[src/rtl/sensor_cfg_seq.sv]
// sensor_cfg_seq: walks one of MODES sensor register tables stored in an
// external synchronous ROM and turns each entry into a register write request
// for the camera control-bus master (I2C/SCCB). Besides plain writes, a table
// can hold delay entries (DELAY_ADDR, wait data*DELAY_UNIT cycles) and ends
// at an END_ADDR sentinel. NACKed writes are re-issued up to RETRIES times
// before the run aborts with a sticky error.
//
// Ports:
//   clk_i, rst_n_i      clock, asynchronous active-low reset
//   start_i, mode_i     one-cycle start pulse and table select (idle only)
//   rom_rd_o/addr_o     ROM read strobe and word address
//   rom_data_i          ROM word {reg_addr, reg_data}, valid 1 cycle after rom_rd_o
//   wr_valid_o/ready_i  write request handshake towards the bus master
//   wr_addr_o/data_o    register address / data of the pending write
//   wr_done_i/nack_i    bus transaction finished / finished with NACK
//   busy_o              a table is being walked
//   done_o              one-cycle pulse: table finished cleanly
//   err_o               sticky error, cleared by the next accepted start
//   ops_cnt_o           entries consumed (writes + delays) in current/last run
//   dbg_state           current FSM state encoding, for observation
//
// Write handshake: wr_valid_o rises with wr_addr_o/wr_data_o already stable
// and holds them unchanged until a rising clock edge sees wr_valid_o and
// wr_ready_i both high; that edge is the transfer and wr_valid_o is low in
// the following cycle. Valid never depends combinationally on ready.

module sensor_cfg_seq #(
   parameter int                    MODES      = 4,
   parameter int                    MAX_OPS    = 256,
   parameter int                    REG_ADDR_W = 16,
   parameter int                    REG_DATA_W = 8,
   parameter logic [REG_ADDR_W-1:0] DELAY_ADDR = 16'hFFFF,
   parameter logic [REG_ADDR_W-1:0] END_ADDR   = 16'hFFFE,
   parameter int                    DELAY_UNIT = 1000,
   parameter int                    RETRIES    = 2,
   parameter int                    ROM_AW     = $clog2(MODES*MAX_OPS)
) (
   input  logic                               clk_i,
   input  logic                               rst_n_i,
   input  logic                               start_i,
   input  logic [$clog2(MODES)-1:0]           mode_i,
   output logic                               rom_rd_o,
   output logic [ROM_AW-1:0]                  rom_addr_o,
   input  logic [REG_ADDR_W+REG_DATA_W-1:0]   rom_data_i,
   output logic                               wr_valid_o,
   input  logic                               wr_ready_i,
   output logic [REG_ADDR_W-1:0]              wr_addr_o,
   output logic [REG_DATA_W-1:0]              wr_data_o,
   input  logic                               wr_done_i,
   input  logic                               wr_nack_i,
   output logic                               busy_o,
   output logic                               done_o,
   output logic                               err_o,
   output logic [$clog2(MAX_OPS+1)-1:0]       ops_cnt_o,
   output logic [2:0]                         dbg_state
);

   localparam int MW  = $clog2(MODES);
   localparam int CW  = $clog2(MAX_OPS+1);
   // Delay counter wide enough for the full data*DELAY_UNIT product.
   localparam int DLW = REG_DATA_W + $clog2(DELAY_UNIT+1);
   localparam int RTW = (RETRIES > 0) ? $clog2(RETRIES+1) : 1;
   localparam int RDW = REG_ADDR_W + REG_DATA_W;

   typedef enum logic [2:0] {
      IDLE     = 3'd0,
      FETCH    = 3'd1,
      DECODE   = 3'd2,
      ISSUE    = 3'd3,
      WAIT_ACK = 3'd4,
      DELAY    = 3'd5,
      DONE     = 3'd6,
      ERROR    = 3'd7
   } state_t;

   state_t          state;
   logic [MW-1:0]   mode;
   logic [CW-1:0]   idx;
   logic [RTW-1:0]  retry;
   logic [DLW-1:0]  delay_cnt;

   logic [REG_ADDR_W-1:0] ent_addr;
   logic [REG_DATA_W-1:0] ent_data;
   logic [CW-1:0]         idx_nxt;
   logic                  nxt_in_table;
   logic [ROM_AW-1:0]     nxt_addr;
   logic [ROM_AW-1:0]     start_addr;
   logic                  mode_ok;

   assign ent_addr = rom_data_i[RDW-1 -: REG_ADDR_W];
   assign ent_data = rom_data_i[REG_DATA_W-1:0];

   // The read strobe is raised on the edge that enters FETCH, so the ROM word
   // is present during DECODE. Hence the next slot index and its address are
   // computed ahead of time; slot MAX_OPS is never read.
   assign idx_nxt      = idx + CW'(1);
   assign nxt_in_table = (idx_nxt != CW'(MAX_OPS));
   assign nxt_addr     = ROM_AW'(mode) * ROM_AW'(MAX_OPS) + ROM_AW'(idx_nxt);
   assign start_addr   = ROM_AW'(mode_i) * ROM_AW'(MAX_OPS);
   assign mode_ok      = (int'(mode_i) < MODES);

   assign dbg_state = state;

   always_ff @(posedge clk_i or negedge rst_n_i) begin
      if (!rst_n_i) begin
         state      <= IDLE;
         mode       <= '0;
         idx        <= '0;
         retry      <= '0;
         delay_cnt  <= '0;
         rom_rd_o   <= 1'b0;
         rom_addr_o <= '0;
         wr_valid_o <= 1'b0;
         wr_addr_o  <= '0;
         wr_data_o  <= '0;
         busy_o     <= 1'b0;
         done_o     <= 1'b0;
         err_o      <= 1'b0;
         ops_cnt_o  <= '0;
      end else begin
         done_o <= 1'b0;
         case (state)
            IDLE: begin
               if (start_i) begin
                  mode      <= mode_i;
                  idx       <= '0;
                  retry     <= '0;
                  ops_cnt_o <= '0;
                  if (mode_ok) begin
                     err_o      <= 1'b0;
                     busy_o     <= 1'b1;
                     rom_rd_o   <= 1'b1;
                     rom_addr_o <= start_addr;
                     state      <= FETCH;
                  end else begin
                     // Unknown mode: abort without touching the ROM.
                     err_o <= 1'b1;
                     state <= ERROR;
                  end
               end
            end

            FETCH: begin
               rom_rd_o <= 1'b0;
               if (idx == CW'(MAX_OPS)) begin
                  // Ran off the end of the table without a sentinel.
                  err_o  <= 1'b1;
                  busy_o <= 1'b0;
                  state  <= ERROR;
               end else begin
                  state <= DECODE;
               end
            end

            DECODE: begin
               if (ent_addr == END_ADDR) begin
                  done_o <= 1'b1;
                  busy_o <= 1'b0;
                  state  <= DONE;
               end else if (ent_addr == DELAY_ADDR) begin
                  delay_cnt <= DLW'(ent_data) * DLW'(DELAY_UNIT);
                  state     <= DELAY;
               end else begin
                  wr_addr_o  <= ent_addr;
                  wr_data_o  <= ent_data;
                  wr_valid_o <= 1'b1;
                  state      <= ISSUE;
               end
            end

            ISSUE: begin
               if (wr_ready_i) begin
                  wr_valid_o <= 1'b0;
                  state      <= WAIT_ACK;
               end
            end

            WAIT_ACK: begin
               if (wr_done_i) begin
                  if (!wr_nack_i) begin
                     retry     <= '0;
                     idx       <= idx_nxt;
                     ops_cnt_o <= ops_cnt_o + CW'(1);
                     rom_rd_o  <= nxt_in_table;
                     if (nxt_in_table) rom_addr_o <= nxt_addr;
                     state     <= FETCH;
                  end else if (retry < RTW'(RETRIES)) begin
                     // Re-issue the same entry; addr/data are still held.
                     retry      <= retry + RTW'(1);
                     wr_valid_o <= 1'b1;
                     state      <= ISSUE;
                  end else begin
                     err_o  <= 1'b1;
                     busy_o <= 1'b0;
                     state  <= ERROR;
                  end
               end
            end

            DELAY: begin
               // Leaves after exactly data*DELAY_UNIT cycles here (one cycle
               // when the product is zero).
               if (delay_cnt <= DLW'(1)) begin
                  idx       <= idx_nxt;
                  ops_cnt_o <= ops_cnt_o + CW'(1);
                  rom_rd_o  <= nxt_in_table;
                  if (nxt_in_table) rom_addr_o <= nxt_addr;
                  state     <= FETCH;
               end else begin
                  delay_cnt <= delay_cnt - DLW'(1);
               end
            end

            DONE:    state <= IDLE;
            ERROR:   state <= IDLE;
            default: state <= IDLE;
         endcase
      end
   end

endmodule

[config.mk]
export PLATFORM = sky130hd
export DESIGN_NAME = sensor_cfg_seq
export DESIGN_NICKNAME = d
export VERILOG_FILES = /design/src/rtl/sensor_cfg_seq.sv
export SDC_FILE = /design/constraint.sdc
export NUM_CORES = 1
export LEC_CHECK = 0
export ABC_AREA = 1
export BUFFER_PORTS_ARGS = -buffer_cell sky130_fd_sc_hd__buf_2
export CORE_ASPECT_RATIO = 1.5
export CORE_UTILIZATION = 25
export CTS_BUF_LIST = sky130_fd_sc_hd__clkbuf_8
export DETAILED_ROUTE_END_ITERATION = 8
export PLACE_DENSITY = 0.45
export SETUP_SLACK_MARGIN = 0.3
export SLEW_MARGIN = 20
export SYNTH_ARGS = -nofsm -noshare
export SYNTH_HDL_FRONTEND = slang
export SYNTH_SLANG_ARGS = --single-unit
[constraint.sdc]
create_clock -name clk_i -period 5.1 [get_ports clk_i]
set_input_delay 1.02 -clock clk_i [delete_from_list [all_inputs] [get_ports clk_i]]
set_output_delay 1.02 -clock clk_i [all_outputs]
set_load 0.01 [all_outputs]
After elaboration in Yosys (flattened, before gate mapping)
Cells that the tools add are included.
Word-level totals
  register bits: 82
  input port bits: 32
  output and inout bits: 51
Cells by class
  add/sub/neg operators: 5
  $mul: 1
  order comparisons: 2
  equality and inequality tests: 26
  multiplexer cells: 60
  bitwise operators: 2
  reductions and logical operators: 19
Operators by type and width (count)
  9-bit two-way mux: 7
  18-bit two-way mux: 3
  9-bit one-hot mux with 3 select lines: 2
  10-bit two-way mux: 5
  18-bit one-hot mux with 2 select lines: 1
  16-bit == test (second input constant): 2
  10-bit one-hot mux with 3 select lines: 1
  2-bit != test (second input constant): 14
  3-bit two-way mux: 9
  1-bit two-way mux: 22
  3-bit one-hot mux with 7 select lines: 1
  9-bit by 1-bit adder with 9-bit output (second input constant): 2
  18-bit by 1-bit <= comparator with 1-bit output (second input constant): 1
  18-bit by 1-bit subtractor with 18-bit output (second input constant): 1
  8-bit by 7-bit multiplier with 15-bit output (second input constant): 1
  7-bit AND reduction: 2
  3-bit == test (second input constant): 4
  4-bit AND reduction: 3
  10-bit by 9-bit adder with 10-bit output: 1
  5-bit AND reduction: 2
  9-bit == test (second input constant): 1
  9-bit != test (second input constant): 1
  3-bit nonzero test: 3
  2-bit two-way mux: 4
  other kinds (16): 22

Depth between registers and ports, before layout
  depth in word-level cells: 6
  gate-level depth with buffers: 19
  mapped depth without buffers: 19

Worst setup path after synthesis
No wires, ideal clock.
  kind: input to register
  start: in rom_data_i[0]
  end: reg delay_cnt[12]
  data arrival time: 4.003 ns
  setup slack: 0.981 ns
  stages on the path: 17
  path through: fa_1 -> xor2_1 -> ha_1 -> inv_1 -> fa_1 -> fa_1 -> inv_1 -> ha_1 -> nand2_1 -> nand3_1 -> nand2_1 -> nand2_1 -> nor2_1 -> nand3b_1 -> nand2_1 -> nand2_1 -> nand2_1
Between the ends
  word-level cells in the longest chain between the ends: 4
RTL lines
  start, declared: line 44  | input logic [REG_ADDR_W+REG_DATA_W-1:0] rom_data_i,
  8-bit by 7-bit multiplier with 15-bit output: line 161  | delay_cnt <= DLW'(ent_data) * DLW'(DELAY_UNIT);
  18-bit two-way mux: line 160  | end else if (ent_addr == DELAY_ADDR) begin
  18-bit two-way mux: line 156  | if (ent_addr == END_ADDR) begin
  18-bit one-hot mux with 2 select lines: line 122  | case (state)
  end signal, assigned: line 161
  end signal, assigned: line 210  | delay_cnt <= delay_cnt - DLW'(1);
  end, declared: line 80  | logic [DLW-1:0] delay_cnt;
Every way passes these cells. The select of a mux whose other input is x is not followed.
A chain may end at the register's enable or synchronous reset.

Worst setup path after layout
  start: in rom_data_i[1]
  end: reg delay_cnt[13]
Same word-level chain as after synthesis.

==> results.tsv <==
stage	metric	value	unit
clocking	cts.htree.levels	3	
clocking	cts_root_buf	clkbuf_8	
finish	multi_input_area	3398	um^2
placed_design	gp_congestion	0.8136	
worst_setup_path	startpoint	rom_data_i[1]	
synthesis	syn-mean-instance-area	7.668	um^2
sta	timing.final.crit_period	4215	ps
synthesis	synth_top_flop_cell	dfrtp_1	
worst_setup_path	r2r-start	delay_cnt[0]	
global_route	grt_pass1_vias	5390	
worst_setup_path	path_delay_family	adder cells	
worst_setup_path	startpoint_type	input pin	
sta	tightest_slew	659.9	ps
finish	layout-drive-gt1-share	16.59	%
run	drv_cap	0	
finish	num_antenna_cells	0	
worst_setup_path	crit_type	in -> reg	
worst_setup_path	r2r_end	rom_addr_o[8]	
drt	drt_first_pass_iters	5	
sta	tns	0	ps
clocking	cts.sinks	82	
synthesis	syn_nets	874	
worst_setup_path	path_cells	buf_2 > fa_1 > inv_1 > fa_1 > fa_1 > fa_1 > inv_1 > ha_1 > nand2_1 > nor2_1 > nand2_1 > nand3_1 > nand2_1 > nand2_1 > o21ai_0 > nand2_1 > nand2_1	
global_route	grt_antenna_before_repair	0	
finish	seq_area	2052	um^2
clocking	cts_tree	yes	
global_route	grt_max_degree	49	
worst_setup_path	regToRegSetupSlack	2390	ps
sta	period_share	82.65	%
synthesis	ys_warn_count	0	
worst_hold_path	hold_path.class	reg -> reg	
sta	layout_setup_ws	884.7	ps
placed_design	place_ws	476.6	ps
synthesis	yosys.cell_count.top_type	nand2_1	
synthesis	seq_area_frac_synth	34.48	%
clocking	postCtsHoldBufs	0	
floorplan	coreArea	23230	um^2
synthesis	synth_cell_types	38	
worst_setup_path	worstPathRequired	5370	ps
finish	fillers	2552	
sta	slew_viol_final	0	
synthesis	ys_ff_latch	82	
worst_setup_path	crit_end	delay_cnt[13]	
drt	wire_per_inst	13.59	um
synthesis	synth_edf_count	0	
power	ir_worst_vdd	0.2385	mV
sta	rsz0062_at_grt	no	
worst_setup_path	cp_common_cell	nand2_1	
drt	drc	0	
worst_setup_path	crit_path_top_delay_cell	fa_1	
floorplan	initial_utilization	25.62	%
worst_setup_path	worst-path-stages	17	
worst_setup_path	r2r_cells	11	
worst_setup_path	crit_fanout	6	
synthesis	synth_common_cells	219 x nand2_1, 106 x inv_1, 82 x dfrtp_1, 75 x nor2_1, 66 x nand3_1	
synthesis	syn_inst	776	
global_route	grt_use_total	14.08	%
worst_setup_path	max_stage_delay	540	ps
clocking	cts_resized	0	
power	leakage	3.656	nW
power	p_per_area	502.9	nW/um^2
clocking	cts_buffer_depth	2	
placed_design	port_buffers	82	
drt	viasPerCell	4.332	
synthesis	synth.area.top_cells	dfrtp_1 34%, nand2_1 14%, ha_1 9.5%	
clocking	clk-insertion-delay-late	380	ps
worst_setup_path	worst-path-buf-inv	3	
sta	fmax	0.2372	GHz
synthesis	synth_area_leader_cell	dfrtp_1	
status	status	complete, no violations	
placed_design	dp_hpwl	12.74	mm
floorplan	pin_count	83	
sta	finalHoldViolCount	0	
floorplan	die_area	24440	um^2
floorplan	num_rows	68	
drt	drt-initial-drc-count	232	
finish	final_nets	955	
sta	skew	19.29	ps
sta	setup_viol	0	
sta	holdWs	487.8	ps
worst_setup_path	cp.arrival	4480	ps
synthesis	synth_top_cell_area_share	34.48	%
floorplan	die_w	128.0	um
drt	vias	5099	
worst_setup_path	endpoint_kind	flop	
sta	relSlewSlack	55.85	%
clocking	cts_setup_buffers	0	
floorplan	dieHeight	191.0	um
clocking	clkTransAtPathRegs	110	ps
drt	drtAntennaViolNets	0	
synthesis	syn_area	5951	um^2
finish	syn_to_final_growth	15.98	%
global_route	grt_pass1_wl	26.72	mm
global_route	overflow	0	
drt	routed_wl	15.99	mm
synthesis	synthArstFlopShare	100.0	%
clocking	numCtsBuffers	9	
==> through the flow <==
stage          cell area (um^2)  power [W]  cells  util (%)
2_1_floorplan              5951   0.002429    776         -
3_3_place_gp               6685   0.003005   1161     28.78
3_5_place_dp               6685   0.003004   1161     28.78
4_1_cts                    6902   0.003559   1177     29.71
5_1_grt                    6902   0.003839   1177     29.71
6_report                   6902   0.003471   1177     29.71
==> area by class of cell <==
class	instances	share of cell area, %
multi-input combinational	570	49.24
timing repair buffer	84	6.200
inverter	110	5.983
tap	315	5.711
clock inverter	7	1.342
clock buffer	9	1.795
sequential	82	29.73
==> state kept, by name, summed over array words and instances (netlist names), 2 cells and up <==
signal / count
ops_cnt_o: 9
dbg_state: 3
delay_cnt: 18
rom_addr_o: 10
wr_addr_o: 16
wr_data_o: 8
mode: 2
retry: 2
idx: 9
==> per-layer routing <==
metal	up-vias	global-route usage, %	share of wire (%)
li1	2627	-	-
met4	0	4.842	1.8
met1	2382	15.12	40
met5	-	0	0
met3	17	1.679	2.4
met2	73	27.78	56
==> worst min-delay path by stage <==
stage                 start      endpoint  slack [ps]  depth (start not counted)
2_1_floorplan       mode[0]       mode[0]         460                          2
3_3_place_gp         busy_o        busy_o         450                          2
3_5_place_dp   wr_data_o[1]  wr_data_o[1]         470                          2
4_1_cts        wr_data_o[1]  wr_data_o[1]         500                          2
5_1_grt        wr_data_o[1]  wr_data_o[1]         510                          2
6_report       wr_data_o[1]  wr_data_o[1]         490                          2
==> cells by family (layout without fill, tap and decap cells) <==
logic type	count (synthesis)	after routing	share of synthesized area [%]
XOR/XNOR	12	12	1.766
AO/OA/AOI/OAI	76	76	7.107
AND/OR/NAND/NOR	402	402	29.06
flip-flops	82	82	34.48
adder cells (fa/ha/maj)	66	66	16.53
multiplexers	14	14	2.649
buffers and inverters	124	210	8.410
==> worst reg2reg max path, delay by kind of cell, from the launching register on <==
family / cells / cell delay (ps)
adder cells (fa/ha/maj): 1 / 220
buffers and inverters: 1 / 190
flip-flops: 1 / 390
AND/OR/NAND/NOR: 9 / 1800
==> layout by cell type (no fill, tap or decap), drive strengths merged, types with 2 or more instances in the layout <==
master    n
a21oi    15
a31oi     2
buf      84
clkbuf    9
dfrtp    82
fa       21
ha       45
inv     115
mux2     14
nand2   226
nand3    68
nand3b    4
nand4    12
nor2     82
nor3      7
o21a      2
o21ai    50
o22ai     2
or2       3
xnor2     3
xor2      9
==> report_power, final <==
group          switching [W]  internal, W  total [W]  leakage [nW]
combinational        0.00120     0.000690    0.00189          2.51
sequential          0.000178     0.000877    0.00106          1.04
clock               0.000287     0.000241   0.000528         0.110
No activity file was read; power rests on OpenSTA's default activity.
